<file path="config.mk">
export PLATFORM = sky130hd
export DESIGN_NAME = dispatch_scoreboard_unit
export DESIGN_NICKNAME = d
export VERILOG_FILES = /design/src/rtl/dispatch_pkg.sv /design/src/rtl/dispatch_queue.sv /design/src/rtl/dispatch_scoreboard_unit.sv
export SDC_FILE = /design/constraint.sdc
export NUM_CORES = 1
export LEC_CHECK = 0
export ABC_AREA = 1
export CORE_MARGIN = 2
export CORE_UTILIZATION = 50
export CTS_BUF_LIST = sky130_fd_sc_hd__clkbuf_16
export DETAILED_ROUTE_END_ITERATION = 6
export MAX_ROUTING_LAYER = met4
export PLACE_DENSITY = 0.72
export SETUP_SLACK_MARGIN = 0.05
export SKIP_LAST_GASP = 1
export SYNTH_ARGS = -nofsm -noshare
export SYNTH_HDL_FRONTEND = slang
export SYNTH_SLANG_ARGS = --single-unit
</file>
<file path="constraint.sdc">
create_clock -name clock -period 9.8 [get_ports clock]
set_input_delay 0.98 -clock clock [delete_from_list [all_inputs] [get_ports clock]]
set_output_delay 0.98 -clock clock [all_outputs]
set_load 0.005 [all_outputs]
</file>
<file path="src/rtl/dispatch_pkg.sv">
// rtl/dispatch_pkg.sv - RV32 opcode constants and register-usage decode for the dispatch stage
package dispatch_pkg;

  localparam logic [6:0] OP_LUI    = 7'b0110111;
  localparam logic [6:0] OP_AUIPC  = 7'b0010111;
  localparam logic [6:0] OP_JAL    = 7'b1101111;
  localparam logic [6:0] OP_JALR   = 7'b1100111;
  localparam logic [6:0] OP_BRANCH = 7'b1100011;
  localparam logic [6:0] OP_LOAD   = 7'b0000011;
  localparam logic [6:0] OP_STORE  = 7'b0100011;
  localparam logic [6:0] OP_IMM    = 7'b0010011;
  localparam logic [6:0] OP_OP     = 7'b0110011;

  function automatic logic uses_rs1(input logic [6:0] opcode);
    return opcode inside {OP_JALR, OP_LOAD, OP_IMM, OP_BRANCH, OP_STORE, OP_OP};
  endfunction

  function automatic logic uses_rs2(input logic [6:0] opcode);
    return opcode inside {OP_BRANCH, OP_STORE, OP_OP};
  endfunction

  function automatic logic writes_rd(input logic [6:0] opcode);
    return opcode inside {OP_LUI, OP_AUIPC, OP_JAL, OP_JALR, OP_LOAD, OP_IMM, OP_OP};
  endfunction

endpackage

</file>
<file path="src/rtl/dispatch_queue.sv">
// rtl/dispatch_queue.sv - circular instruction buffer with count-based full/empty and flush
module dispatch_queue #(
  parameter int DATA_WIDTH  = 32,
  parameter int INDEX_WIDTH = 3
) (
  input  logic                  clock,
  input  logic                  reset,
  input  logic                  flush,
  input  logic                  in_valid,
  output logic                  in_ready,
  input  logic [DATA_WIDTH-1:0] in_data,
  output logic                  out_valid,
  input  logic                  out_ready,
  output logic [DATA_WIDTH-1:0] out_data,
  output logic [INDEX_WIDTH:0]  count
);

  localparam int DEPTH = 1 << INDEX_WIDTH;
  localparam logic [INDEX_WIDTH:0] FULL = {1'b1, {INDEX_WIDTH{1'b0}}};

  logic [DATA_WIDTH-1:0]  mem [DEPTH];
  logic [INDEX_WIDTH-1:0] head;
  logic [INDEX_WIDTH-1:0] tail;
  logic                   push;
  logic                   pop;

  assign in_ready  = (count != FULL);
  assign out_valid = (count != '0);
  assign push      = in_valid & in_ready;
  assign pop       = out_valid & out_ready;
  assign out_data  = mem[head];

  // Pointers wrap by truncation; count alone tells full from empty.
  always_ff @(posedge clock) begin
    if (reset || flush) begin
      head  <= '0;
      tail  <= '0;
      count <= '0;
    end else begin
      if (push) tail <= tail + 1'b1;
      if (pop)  head <= head + 1'b1;
      case ({push, pop})
        2'b10:   count <= count + 1'b1;
        2'b01:   count <= count - 1'b1;
        default: count <= count;
      endcase
    end
  end

  always_ff @(posedge clock) begin
    if (push && !flush && !reset) mem[tail] <= in_data;
  end

endmodule

</file>
<file path="src/rtl/dispatch_scoreboard_unit.sv">
// rtl/dispatch_scoreboard_unit.sv - in-order dispatch with RAW scoreboard against downstream stages
module dispatch_scoreboard_unit
  import dispatch_pkg::*;
#(
  parameter int CORE           = 0,
  parameter int DATA_WIDTH     = 32,
  parameter int INDEX_WIDTH    = 3,
  parameter int NUM_STAGES     = 4,
  parameter int BYPASS_EN      = 0,
  parameter int LOAD_USE_STAGE = 1
) (
  input  logic                    clock,
  input  logic                    reset,
  input  logic                    report,
  input  logic                    flush,
  input  logic                    in_valid,
  output logic                    in_ready,
  input  logic [DATA_WIDTH-1:0]   in_instruction,
  input  logic [7*NUM_STAGES-1:0] stage_opcode,
  input  logic [5*NUM_STAGES-1:0] stage_dest,
  output logic                    out_valid,
  input  logic                    out_ready,
  output logic [DATA_WIDTH-1:0]   out_instruction,
  output logic [INDEX_WIDTH:0]    count,
  output logic [31:0]             stall_count
);

  logic                  q_valid;
  logic                  hazard;
  logic [NUM_STAGES-1:0] stage_hz;
  logic [6:0]            head_op;
  logic [4:0]            rs1;
  logic [4:0]            rs2;
  logic                  need_rs1;
  logic                  need_rs2;
  logic                  unused_debug;

  // Debug hooks carry no logic in hardware.
  assign unused_debug = report & (CORE >= 0);

  assign head_op  = out_instruction[6:0];
  assign rs1      = out_instruction[19:15];
  assign rs2      = out_instruction[24:20];
  assign need_rs1 = uses_rs1(head_op);
  assign need_rs2 = uses_rs2(head_op);

  dispatch_queue #(
    .DATA_WIDTH  (DATA_WIDTH),
    .INDEX_WIDTH (INDEX_WIDTH)
  ) u_queue (
    .clock     (clock),
    .reset     (reset),
    .flush     (flush),
    .in_valid  (in_valid),
    .in_ready  (in_ready),
    .in_data   (in_instruction),
    .out_valid (q_valid),
    .out_ready (out_ready & ~hazard),
    .out_data  (out_instruction),
    .count     (count)
  );

  // dest != 0 in the writer test is what keeps x0 from ever hazarding.
  for (genvar i = 0; i < NUM_STAGES; i++) begin : g_stage
    logic [6:0] op;
    logic [4:0] dst;
    logic       wr;
    logic       match;
    assign op    = stage_opcode[7*i +: 7];
    assign dst   = stage_dest[5*i +: 5];
    assign wr    = writes_rd(op) && (dst != 5'd0);
    assign match = wr && ((need_rs1 && rs1 == dst) || (need_rs2 && rs2 == dst));
    assign stage_hz[i] = (BYPASS_EN == 0) ? match
                       : ((i == LOAD_USE_STAGE) && (op == OP_LOAD) && match);
  end

  assign hazard    = |stage_hz;
  assign out_valid = q_valid & ~hazard;

  always_ff @(posedge clock) begin
    if (reset) begin
      stall_count <= '0;
    end else if (q_valid && hazard && stall_count != 32'hFFFF_FFFF) begin
      stall_count <= stall_count + 32'd1;
    end
  end

endmodule

</file>
; ---- Word-level counts from Yosys, hierarchy flattened
; Memory sizes are Yosys's and may differ from the RTL's. A register that Yosys moved wholly into a read port is not among the register bits.
; Cells that the tools add are included.
[classes]
add_sub_neg = 5
n_eq_ne = 46
mux = 5
n_bitwise = 5
n_reduce_logical = 40
[op_table]
columns = operator, count
row1 = $eq 7x6->1 const B, 10
row2 = $eq 7x7->1 const B, 10
row3 = $eq 7x5->1 const B, 9
row4 = $eq 5x5->1, 8
row5 = $eq 7x2->1 const B, 5
row6 = $add 32x1->32 const B, 1
row7 = $ne 32x32->1 const B, 1
row8 = $reduce_bool 7->1, 4
row9 = $logic_and 1x1->1, 20
row10 = $reduce_bool 5->1, 4
row11 = $pmux 4 s2, 1
row12 = $add 3x1->3 const B, 2
row13 = $mux 3, 2
row14 = $reduce_bool 6->1, 1
row15 = $logic_or 1x1->1, 5
row16 = $add 4x1->4 const B, 1
row17 = $and 1x1->1, 4
row18 = $ne 4x4->1 const B, 1
row19 = $reduce_bool 4->1, 1
row20 = $reduce_or 4->1, 1
row21 = $sub 4x1->4 const B, 1
row22 = $reduce_bool 3->1, 1
row23 = $eq 2x1->1 const B, 1
row24 = $eq 2x2->1 const B, 1
row25 = other kinds (4), 6
[totals]
regBits = 42
ramBits = 256
in_bits = 86
word_cells = 106
n_memories = 1
[mem_list]
columns = memory, words, width, rd, rd_ports_with_merged_regs, wr, line
row1 = u_queue.mem, 8, 32, 1, 1, 1, dispatch_queue.sv:21  ; logic [DATA_WIDTH-1:0] mem [DEPTH];

; ---- Longest topological paths before layout
; Gate-level depths: netlist (run 1).
[logic_depth]
depth_word = 11
mapped_depth = 29
mapped_depth_nobuf = 28

; ---- By module
; A second synthesis (run 1) with hierarchy kept.
[hier_totals]
hier_cells = 1365
hier_area_um2 = 13706.9
[modules_own_cells]
columns = module, instances, cells_per_inst, area_per_inst_um2, seq_area_each_um2
row1 = dispatch_queue, 1, 816, 10626.4, 7947.6
row2 = dispatch_scoreboard_unit, 1, 549, 3080.5, 640.6

; ---- Worst setup path after synthesis (run 1)
; Ideal clock, no wire load.
[synth_path]
path_kind = input-to-reg
from = input reset
to = memory u_queue.mem[0][0], enable pin
setup_time_ns = 0.461
arrival_ns = 3.934
t_required_ns = 9.339
setup_slack_ns = 5.405
path_stages = 6
n_path_buf = 1
path_cell_list = clkbuf_1 > nor2_1 > inv_1 > nor2_1 > inv_1 > nor3_1
[synth_between]
elab_chain_cells = 4
[synth_rtl]
columns = item, line
row1 = start: declaration, dispatch_scoreboard_unit.sv:13  ; input logic reset,
row2 = $logic_not 1->1, dispatch_queue.sv:51  ; if (push && !flush && !reset) mem[tail] <= in_data;
row3 = $logic_and 1x1->1, dispatch_queue.sv:51
row4 = $mux 1, dispatch_queue.sv:51
row5 = $mux 1 (implied by the code), dispatch_queue.sv:51
row6 = end: declaration, dispatch_queue.sv:21
; Every way passes these cells.

==> impl_metrics.env, run 1 <==
export IMPL_fin_hold_ws_ns=0.511
export IMPL_synth_adder_area_share_pct=0.674
export IMPL_drc=0
export IMPL_yosysUniqueCellTypes=37
export IMPL_cts_setup_buffers=0
export IMPL_drive_gt1_share_pct=6.26
export IMPL_power_leakage_nw=6.70
export IMPL_syn_area_per_cell_um2=9.21
export IMPL_ctsResizeCount=0
export IMPL_die_area_um2=29600
export IMPL_maxSlewHeadroom_pct=25.4
export IMPL_drtIter0Drc=1170
export IMPL_end_kind="primary output"
export IMPL_initial_utilization_pct=50.8
export IMPL_ir_drop_mv=0.176
export IMPL_grt_max_degree=86
export IMPL_root_buffer="clkbuf_16"
export IMPL_cts_buffer_depth=3
export IMPL_postRouteAntennaNets=0
export IMPL_grt_first_pass_wirelength_um=52900
export IMPL_yosysTopAreaCellShare_pct=54.5
export IMPL_die_h_um=172
export IMPL_synth_compound_area_share_pct=5.04
export IMPL_seqCellArea_um2=8590
export IMPL_sw_frac_of_total_pct=22.9
export IMPL_ys_seq_area_share_pct=60.9
export IMPL_hold_path_class="reg -> reg"
export IMPL_p_seq_share_pct=50.1
export IMPL_num_fill_cells=2317
export IMPL_dp_final_hpwl_um=19900
export IMPL_clk_pin_slew_worst_paths_ns=0.06
export IMPL_setup_viol=0
export IMPL_cp_cell_sequence="clkinv_2, buf_4, nand2_1, nand2_1, nand2_1, nand3_1, nand2_1, inv_1, nand2_1, nor2_1, nand2_1, nand2_1, nand2_1, nand2_1, nand2_1, nand2_1, nor2_1, nand2_1, inv_1, clkdlybuf4s50_1"
export IMPL_synthesis_nets=1625
export IMPL_hold_buffers=0
export IMPL_p_per_area_nw_per_um2=165
export IMPL_grtUsageTotal_pct=23.4
export IMPL_die_width_um=172
export IMPL_switchingPower_uw=640
export IMPL_rows=61
export IMPL_p_int_mw=2.16
export IMPL_area_growth_pct=20.1
export IMPL_cts_sinks=301
export IMPL_numCtsBuffers=30
export IMPL_portBuffers=154
export IMPL_drv_cap=0
export IMPL_yosys_warnings=0
export IMPL_synthTopCellsByArea="edfxtp_1 54%, nand2_1 11%, dfxtp_1 6.4%, nor2_1 6.0%, inv_1 4.5%"
export IMPL_critical_path_max_stage_delay_ns=0.79
export IMPL_hold_violations=0
export IMPL_viasPerCell=5.26
export IMPL_io_pins=156
export IMPL_firstDrtPassIters=5
export IMPL_synth_simple_area_share_pct=25.7
export IMPL_multiInputGateArea_um2=4550
export IMPL_cts_tree="done"
export IMPL_cp_arrival_ns=5.02
export IMPL_final_common_cell="nand2_1"
export IMPL_grt_ovfl_total=0
export IMPL_period_minus_slack_ns=6.00
export IMPL_ys_ff_latch=301
export IMPL_synthMuxAreaShare_pct=0
export IMPL_fmax_mhz=167
export IMPL_slowest_stage="dfxtp_4"
export IMPL_worstMarginPinSlew_ns=1.12
export IMPL_synth_top_cell_by_area="edfxtp_1"
export IMPL_grt_pass1_vias=10200
export IMPL_synth_xor_area_share_pct=0.497
export IMPL_gp_congestion=0.869
export IMPL_clkLatencyLatePin_ns=0.57
export IMPL_fin_setup_tns_ns=0
export IMPL_synthCells=1532
export IMPL_core_um2=27800
export IMPL_post_route_period_util_pct=61.2
export IMPL_status="completed"
export IMPL_vias=10900
export IMPL_synthesis_area_um2=14100
export IMPL_cpMostUsedCell="nand2_1"
export IMPL_required_ns=8.82
export IMPL_rsz0062_at_grt="no"
export IMPL_drv_slew=0
export IMPL_worst_clock_skew_ns=0.0226
export IMPL_wire_per_inst_um=16.3
export IMPL_synth_top_family_by_area="simple AND/OR/NAND/NOR gates"
export IMPL_path_max_fanout=85
export IMPL_h_tree_depth=1
export IMPL_start_kind="register"
export IMPL_totalWireLength_um=33700
export IMPL_crit_type="reg -> out"
export IMPL_p_clk_share_pct=41.3
export IMPL_comb_power_share_pct=8.6
export IMPL_final_nets=1763
export IMPL_final_cell_mix="409 x nand2_1, 256 x edfxtp_1, 221 x nor2_1"
export IMPL_grt_antenna_before_repair=2
flip-flops by register name (all words and copies together), names as in the netlist, named ones only:
| name | count |
|---|---|
| u_queue.tail | 3 |
| u_queue.mem | 256 |
| stall_count | 32 |
| u_queue.count | 4 |
| u_queue.head | 3 |
worst max-delay path, delay by kind of cell (launching register included):
family	cells	cell delay, ns
flip-flops	1	0.79
AND/OR/NAND/NOR	15	1.63
buffers and inverters	5	2.00
power by group through the flow:
stage	registers [mW]	clock network, mW	logic (mW)
floorplan	1.43	0	0.132
global placement	1.43	0	0.234
detailed placement	1.43	0	0.239
CTS	1.40	1.18	0.241
global route	1.40	1.23	0.268
finish	1.40	1.16	0.241
synthesized netlist by cell type, drive strengths merged:
cell    count
a211oi      2
a21oi       8
a221oi      2
a31oi      15
and2        2
and3        3
buf        37
clkbuf     26
clkinv      1
dfxtp      45
edfxtp    256
fa          1
ha          6
inv       176
nand2     413
nand3     135
nand3b      3
nand4      42
nor2      226
nor3       17
nor3b       1
nor4        4
o211ai      2
o21ai      85
o22ai      15
or2         1
xnor2       1
xor2        7
layer usage:
metal	GRT usage (%)	vias up	wire, um
li1	-	5380	-
met1	31.1	5129	14600
met2	38.1	351	16200
met3	3.32	52	2230
met4	6.50	0	756
met5	-	-	0
metrics by stage:
step | setup WS [ns] | util (%) | instance area [um^2] | power [mW] | std cells
global route | 3.40 | 61.0 | 17000 | 2.90 | 2074
floorplan | 5.41 | - | 14100 | 1.56 | 1532
detailed placement | 4.20 | 57.4 | 15900 | 1.67 | 2016
global placement | 4.40 | 57.4 | 15900 | 1.66 | 2016
finish | 3.80 | 61.0 | 17000 | 2.80 | 2074
CTS | 3.80 | 61.0 | 16900 | 2.82 | 2072
final cells by class:
| type | instances | area share (%) |
|---|---|---|
| diodes | 2 | 0.0295 |
| clock inverters | 26 | 1.53 |
| repair buffers | 169 | 9.76 |
| clock buffers | 30 | 4.43 |
| well taps | 378 | 2.79 |
| flip-flops and latches | 301 | 50.7 |
| inverters | 177 | 3.93 |
| multi-input cells | 991 | 26.9 |
cell families (layout without fill, tap and decap cells):
family,Yosys count,after routing
AOI/OAI and AO/OA,129,129
adders and majority gates,7,7
DFF,301,301
and+or+nand+nor,847,847
buffers and inverters,240,402
xor gates and xnor gates,8,8
other,0,2
final timing paths:
| kind | startpoint | end | slack (ns) | depth (start not counted) |
|---|---|---|---|---|
| setup / recovery | register | out_valid | 3.80 | 20 |
| hold / removal | u_queue.count[0]$_SDFFE_PP0P_ | u_queue.count[0]$_SDFFE_PP0P_ | 0.51 | 1 |
| setup reg to reg | register | u_queue.count[3]$_SDFFE_PP0P_ | 4.09 | 29 |
| hold reg to reg | u_queue.count[0]$_SDFFE_PP0P_ | u_queue.count[0]$_SDFFE_PP0P_ | 0.51 | 1 |
(Power assumes the default switching activity.)
==> run 2, diff against run 1 <==
--- a/config.mk
+++ b/config.mk
@@ -11,7 +11,7 @@
 export CTS_BUF_LIST = sky130_fd_sc_hd__clkbuf_16
 export DETAILED_ROUTE_END_ITERATION = 6
 export MAX_ROUTING_LAYER = met4
-export PLACE_DENSITY = 0.72
+export PLACE_DENSITY = 0.75
 export SETUP_SLACK_MARGIN = 0.05
 export SKIP_LAST_GASP = 1
 export SYNTH_ARGS = -nofsm -noshare
==> constraint.sdc (replaced) <==
create_clock -name clock -period 5 [get_ports clock]
set_input_delay 0.5 -clock clock [delete_from_list [all_inputs] [get_ports clock]]
set_output_delay 0.5 -clock clock [all_outputs]
set_load 0.005 [all_outputs]
==> impl_metrics.env, run 2 (same netlist as run 1, synthesis figures left out) <==
export IMPL_dp_final_hpwl_um=19900
export IMPL_worst_path_stages=22
export IMPL_die_width_um=172
export IMPL_cp_cell_sequence="buf_4, o21ai_0, o211ai_2, nand2_1, xor2_1, nand3_1, nand2_1, nand2_1, nand2_1, nor2_1, nand3_1, inv_1, ha_1, ha_1, nand2_1, nor2_1, a211oi_1, nor2_1, nor2_1, nand2_1, o21ai_0, a21oi_1"
export IMPL_totalWireLength_um=33400
export IMPL_cp_endpoint="u_queue.count[3]$_SDFFE_PP0P_"
export IMPL_finish_instance_area_um2=17000
export IMPL_grt_max_degree=69
export IMPL_cts_setup_buffers=0
export IMPL_drive_gt1_share_pct=6.70
export IMPL_clkLatencyLatePin_ns=0.57
export IMPL_root_buffer="clkbuf_16"
export IMPL_period_minus_slack_ns=4.51
export IMPL_worstReg2RegEnd="u_queue.count[3]$_SDFFE_PP0P_"
export IMPL_hp_start="u_queue.count[0]$_SDFFE_PP0P_"
export IMPL_comb_power_share_pct=8.9
export IMPL_p_clk_share_pct=40.8
export IMPL_top_register="u_queue.mem"
export IMPL_final_nets=1770
export IMPL_switchingPower_mw=1.24
export IMPL_cp_arrival_ns=4.95
export IMPL_drc=0
export IMPL_status="completed"
export IMPL_sw_frac_of_total_pct=22.6
export IMPL_maxSlewHeadroom_pct=50.4
export IMPL_path_max_fanout=68
export IMPL_slowest_stage="buf_4"
export IMPL_clk_pin_slew_worst_paths_ns=0.06
export IMPL_gp_congestion=0.884
export IMPL_p_int_mw=4.22
export IMPL_area_growth_pct=20.6
export IMPL_ir_drop_mv=0.351
export IMPL_wire_per_inst_um=16.0
export IMPL_crit_buf_inv=2
export IMPL_hold_violations=0
export IMPL_grt_antenna_before_repair=0
export IMPL_hold_buffers=0
export IMPL_numCtsBuffers=31
export IMPL_rows=61
export IMPL_critical_path_max_stage_delay_ns=0.60
export IMPL_grtUsageTotal_pct=23.0
export IMPL_largest_reg_flops=256
export IMPL_drv_cap=0
export IMPL_reg_largest_list="u_queue.mem x256, stall_count x32, u_queue.count x4"
export IMPL_power_leakage_nw=6.73
export IMPL_dpl_cell_area_um2=16000
export IMPL_r2r_slack_ns=0.49
export IMPL_p_seq_share_pct=50.3
export IMPL_io_pins=156
export IMPL_die_h_um=172
export IMPL_fin_setup_tns_ns=0
export IMPL_cts_sinks=301
export IMPL_critPathTopFamily="simple AND/OR/NAND/NOR gates"
export IMPL_start_kind="register"
export IMPL_fmax_mhz=222
export IMPL_drtIter0Drc=1080
export IMPL_post_route_period_util_pct=90.1
export IMPL_final_common_cell="nand2_1"
export IMPL_worstMarginPinSlew_ns=0.744
export IMPL_drv_slew=0
export IMPL_portBuffers=154
export IMPL_rr_worst_depth=22
export IMPL_core_um2=27800
export IMPL_grt_pass1_vias=10200
export IMPL_die_area_um2=29600
export IMPL_cpMostUsedCell="nand2_1"
export IMPL_setup_viol=0
export IMPL_viasPerCell=5.25
export IMPL_hold_path_class="reg -> reg"
export IMPL_firstDrtPassIters=5
export IMPL_initial_utilization_pct=50.8
export IMPL_cts_tree="done"
export IMPL_h_tree_depth=1
export IMPL_postRouteAntennaNets=0
export IMPL_p_per_area_nw_per_um2=321
export IMPL_crit_type="reg -> reg"
export IMPL_final_cell_mix="409 x nand2_1, 256 x edfxtp_1, 221 x nor2_1"
export IMPL_required_ns=5.45
export IMPL_vias=10900
export IMPL_end_kind="register"
export IMPL_cts_buffer_depth=3
export IMPL_grt_ovfl_total=0
export IMPL_grt_first_pass_wirelength_um=51800
export IMPL_worst_clock_skew_ns=0.0148
export IMPL_rsz0062_at_grt="no"
run 2: changes by cell type in the layout (fill, tap and decap cells not counted), sizes merged:
cell	delta
clkbuf	+1
buf	+6
bufinv	-1
clkinv	-3
clkinvlp	+3
inv	+2
run 2: worst reg2reg max path, cell delays in order (launching register included):
cell,delay (ns)
dfxtp_4,0.36
buf_4,0.60
o21ai_0,0.27
o211ai_2,0.35
nand2_1,0.26
xor2_1,0.21
nand3_1,0.10
nand2_1,0.05
nand2_1,0.09
nand2_1,0.10
nor2_1,0.31
nand3_1,0.25
inv_1,0.16
ha_1,0.22
ha_1,0.29
nand2_1,0.08
nor2_1,0.04
a211oi_1,0.24
nor2_1,0.07
nor2_1,0.08
nand2_1,0.06
o21ai_0,0.14
a21oi_1,0.06
run 2: final cells by class:
class | count | area [um^2]
clock buffers | 31 | 776
fillers | 2277 | 10800
clock inverters | 27 | 229
inverters | 177 | 671
multi-input cells | 991 | 4550
flip-flops and latches | 301 | 8590
well taps | 378 | 473
diodes | 2 | 5.00
repair buffers | 175 | 1710
run 2: how the worst min path moves through the flow:
stage / endpoint / slack [ns] / depth (start not counted)
2_1_floorplan: u_queue.count[0]$_SDFFE_PP0P_ / 0.47 / 1
3_3_place_gp: u_queue.count[0]$_SDFFE_PP0P_ / 0.49 / 1
3_5_place_dp: u_queue.count[0]$_SDFFE_PP0P_ / 0.49 / 1
4_1_cts: u_queue.count[0]$_SDFFE_PP0P_ / 0.51 / 1
5_1_grt: u_queue.count[0]$_SDFFE_PP0P_ / 0.54 / 1
6_report: u_queue.count[0]$_SDFFE_PP0P_ / 0.50 / 1
run 2: power groups by stage:
stage               clock, mW  combinational [mW]  sequential [mW]
floorplan                   0               0.259             2.80
detailed placement          0               0.479             2.80
global placement            0               0.468             2.80
global route             2.37               0.536             2.75
CTS                      2.26               0.482             2.74
finish                   2.23               0.484             2.75
run 2: stage by stage:
| stage | power (mW) | utilization, % | instances | setup WS (ns) | hold WS [ns] |
|---|---|---|---|---|---|
| finish | 5.45 | 61.2 | 2082 | 0.493 | 0.500 |
| global route | 5.65 | 61.2 | 2080 | 0.0669 | 0.537 |
| CTS | 5.49 | 61.2 | 2080 | 0.439 | 0.508 |
| detailed placement | 3.28 | 57.6 | 2022 | 0.482 | 0.490 |
| global placement | 3.27 | 57.6 | 2022 | 0.592 | 0.487 |
| floorplan | 3.06 | - | 1532 | 1.09 | 0.470 |
run 2: per-layer routing:
metal  vias to the layer above  track usage, %  part of all wire (%)
met5                         -               -                     0
met4                         0            5.99                   1.8
met3                        48            3.25                   6.4
met2                       355            38.6                    49
met1                      5130            29.7                    43
li1                       5397               -                     -
run 2: repair_timing:
| item | 4_1_cts | 5_1_grt |
|---|---|---|
| gates resized for setup | 0 | 2 |
| hold endpoints to repair | 0 | 0 |
| setup endpoints to repair | 0 | 1 |
==> run 3, diff against run 2 <==
--- a/config.mk
+++ b/config.mk
@@ -10,6 +10,8 @@
 export CORE_UTILIZATION = 50
 export CTS_BUF_LIST = sky130_fd_sc_hd__clkbuf_16
 export DETAILED_ROUTE_END_ITERATION = 6
+export GPL_ROUTABILITY_DRIVEN = 0
+export HOLD_SLACK_MARGIN = 0.03
 export MAX_ROUTING_LAYER = met4
 export PLACE_DENSITY = 0.75
 export SETUP_SLACK_MARGIN = 0.05
==> impl_metrics.env, run 3 (same netlist as run 1, synthesis figures left out) <==
export IMPL_root_buffer="clkbuf_16"
export IMPL_h_tree_depth=1
export IMPL_drive_gt1_share_pct=6.06
export IMPL_ir_drop_mv=0.324
export IMPL_reg_largest_list="u_queue.mem x256, stall_count x32, u_queue.count x4"
export IMPL_sw_frac_of_total_pct=23.1
export IMPL_final_nets=1771
export IMPL_post_route_period_util_pct=88.1
export IMPL_grt_ovfl_total=0
export IMPL_setup_viol=0
export IMPL_clk_pin_slew_worst_paths_ns=0.06
export IMPL_top_register="u_queue.mem"
export IMPL_numCtsBuffers=30
export IMPL_clkLatencyLatePin_ns=0.58
export IMPL_status="completed"
export IMPL_drtIter0Drc=1015
export IMPL_die_area_um2=29600
export IMPL_grt_antenna_before_repair=1
export IMPL_drc=0
export IMPL_cp_arrival_ns=4.84
export IMPL_hold_path_class="reg -> reg"
export IMPL_switchingPower_mw=1.20
export IMPL_totalWireLength_um=33300
export IMPL_worst_clock_skew_ns=0.0464
export IMPL_cts_tree="done"
export IMPL_firstDrtPassIters=5
export IMPL_die_h_um=172
export IMPL_drv_cap=0
export IMPL_core_um2=27800
export IMPL_rows=61
export IMPL_portBuffers=154
export IMPL_largest_reg_flops=256
export IMPL_power_leakage_nw=6.72
export IMPL_dp_final_hpwl_um=20000
export IMPL_io_pins=156
export IMPL_grt_pass1_vias=10200
export IMPL_period_minus_slack_ns=4.41
export IMPL_grt_max_degree=72
export IMPL_fmax_mhz=227
export IMPL_drv_slew=0
export IMPL_end_kind="register"
export IMPL_postRouteAntennaNets=0
export IMPL_stdcell_count=2080
export IMPL_area_growth_pct=19.7
export IMPL_cts_sinks=301
export IMPL_hp_start="u_queue.count[0]$_SDFFE_PP0P_"
export IMPL_crit_type="reg -> reg"
export IMPL_cts_buffer_depth=3
export IMPL_fin_setup_tns_ns=0
export IMPL_num_fill_cells=2305
export IMPL_rsz0062_at_grt="no"
export IMPL_vias=11000
export IMPL_cts_setup_buffers=0
export IMPL_dp_cells=2024
export IMPL_required_ns=5.43
export IMPL_maxSlewHeadroom_pct=43.3
export IMPL_p_int_mw=4.02
export IMPL_initial_utilization_pct=50.8
export IMPL_path_max_fanout=69
export IMPL_die_width_um=172
export IMPL_final_cell_mix="409 x nand2_1, 256 x edfxtp_1, 221 x nor2_1"
export IMPL_grt_first_pass_wirelength_um=51900
export IMPL_p_per_area_nw_per_um2=309
export IMPL_utilization_pct=60.8
export IMPL_final_common_cell="nand2_1"
export IMPL_p_clk_share_pct=38.2
export IMPL_comb_power_share_pct=9.2
export IMPL_wire_per_inst_um=16.0
export IMPL_viasPerCell=5.29
export IMPL_grtUsageTotal_pct=23.1
export IMPL_start_kind="register"
export IMPL_worstMarginPinSlew_ns=0.848
export IMPL_hold_violations=0
export IMPL_p_seq_share_pct=52.6
run 3: repair_timing:
| action | CTS | global route |
|---|---|---|
| resized for setup | 0 | 1 |
| endpoints found under the setup margin | 0 | 1 |
| hold buffers | 0 | 0 |
run 3: critical path: stages (launching register included):
cell and delay [ns]:
dfxtp_4 0.34, buf_4 0.60, o21ai_0 0.24, o211ai_2 0.32
nand2_1 0.24, xor2_1 0.19, nand3_1 0.09, nand2_1 0.05
nand2_1 0.10, nand2_1 0.09, nor2_1 0.29, nand3_1 0.23
inv_1 0.16, ha_1 0.20, ha_1 0.28, nand2_1 0.08
nor2_1 0.04, a211oi_1 0.25, nor2_1 0.07, nor2_1 0.09
nand2_1 0.07, o21ai_0 0.15, a21oi_1 0.06
run 3: path summary, 6_finish.rpt:
check | end | slack (ns) | depth (start not counted)
min reg2reg | u_queue.count[0]$_SDFFE_PP0P_ | 0.50 | 1
min | u_queue.count[0]$_SDFFE_PP0P_ | 0.50 | 1
max | u_queue.count[3]$_SDFFE_PP0P_ | 0.59 | 22
max reg2reg | u_queue.count[3]$_SDFFE_PP0P_ | 0.59 | 22
run 3: layout make-up:
cell class	count	area, um^2	share of cell area [%]
antenna	1	2.50	0.0148
multi-input combinational	991	4550	26.9
timing repair buffer	177	1730	10.2
clock inverter	25	129	0.763
clock buffer	30	751	4.44
inverter	177	669	3.96
tap	378	473	2.80
sequential	301	8590	50.9
run 3: through the flow:
stage	power, mW	area [um^2]	hold slack, ns	setup WS (ns)
floorplan	3.06	14100	0.470	1.09
global placement	3.26	16000	0.486	0.650
detailed placement	3.28	16000	0.486	0.533
CTS	5.26	16900	0.502	0.494
global route	5.41	16900	0.524	0.0699
finish	5.22	16900	0.499	0.594
run 3: power groups by stage:
stage / Clock, mW / Combinational, mW / Sequential (mW)
after floorplan: 0 / 0.259 / 2.80
after global placement: 0 / 0.467 / 2.80
after detailed placement: 0 / 0.478 / 2.80
after CTS: 2.03 / 0.481 / 2.74
after global routing: 2.13 / 0.535 / 2.74
final: 1.99 / 0.483 / 2.74
run 3: per-layer routing:
metal,vias up,global-route usage (%),share of wire (%)
met4,0,5.52,1.6
met2,395,38.2,48
met5,-,-,0
met3,42,3.16,7.1
li1,5392,-,-
met1,5173,30.5,43
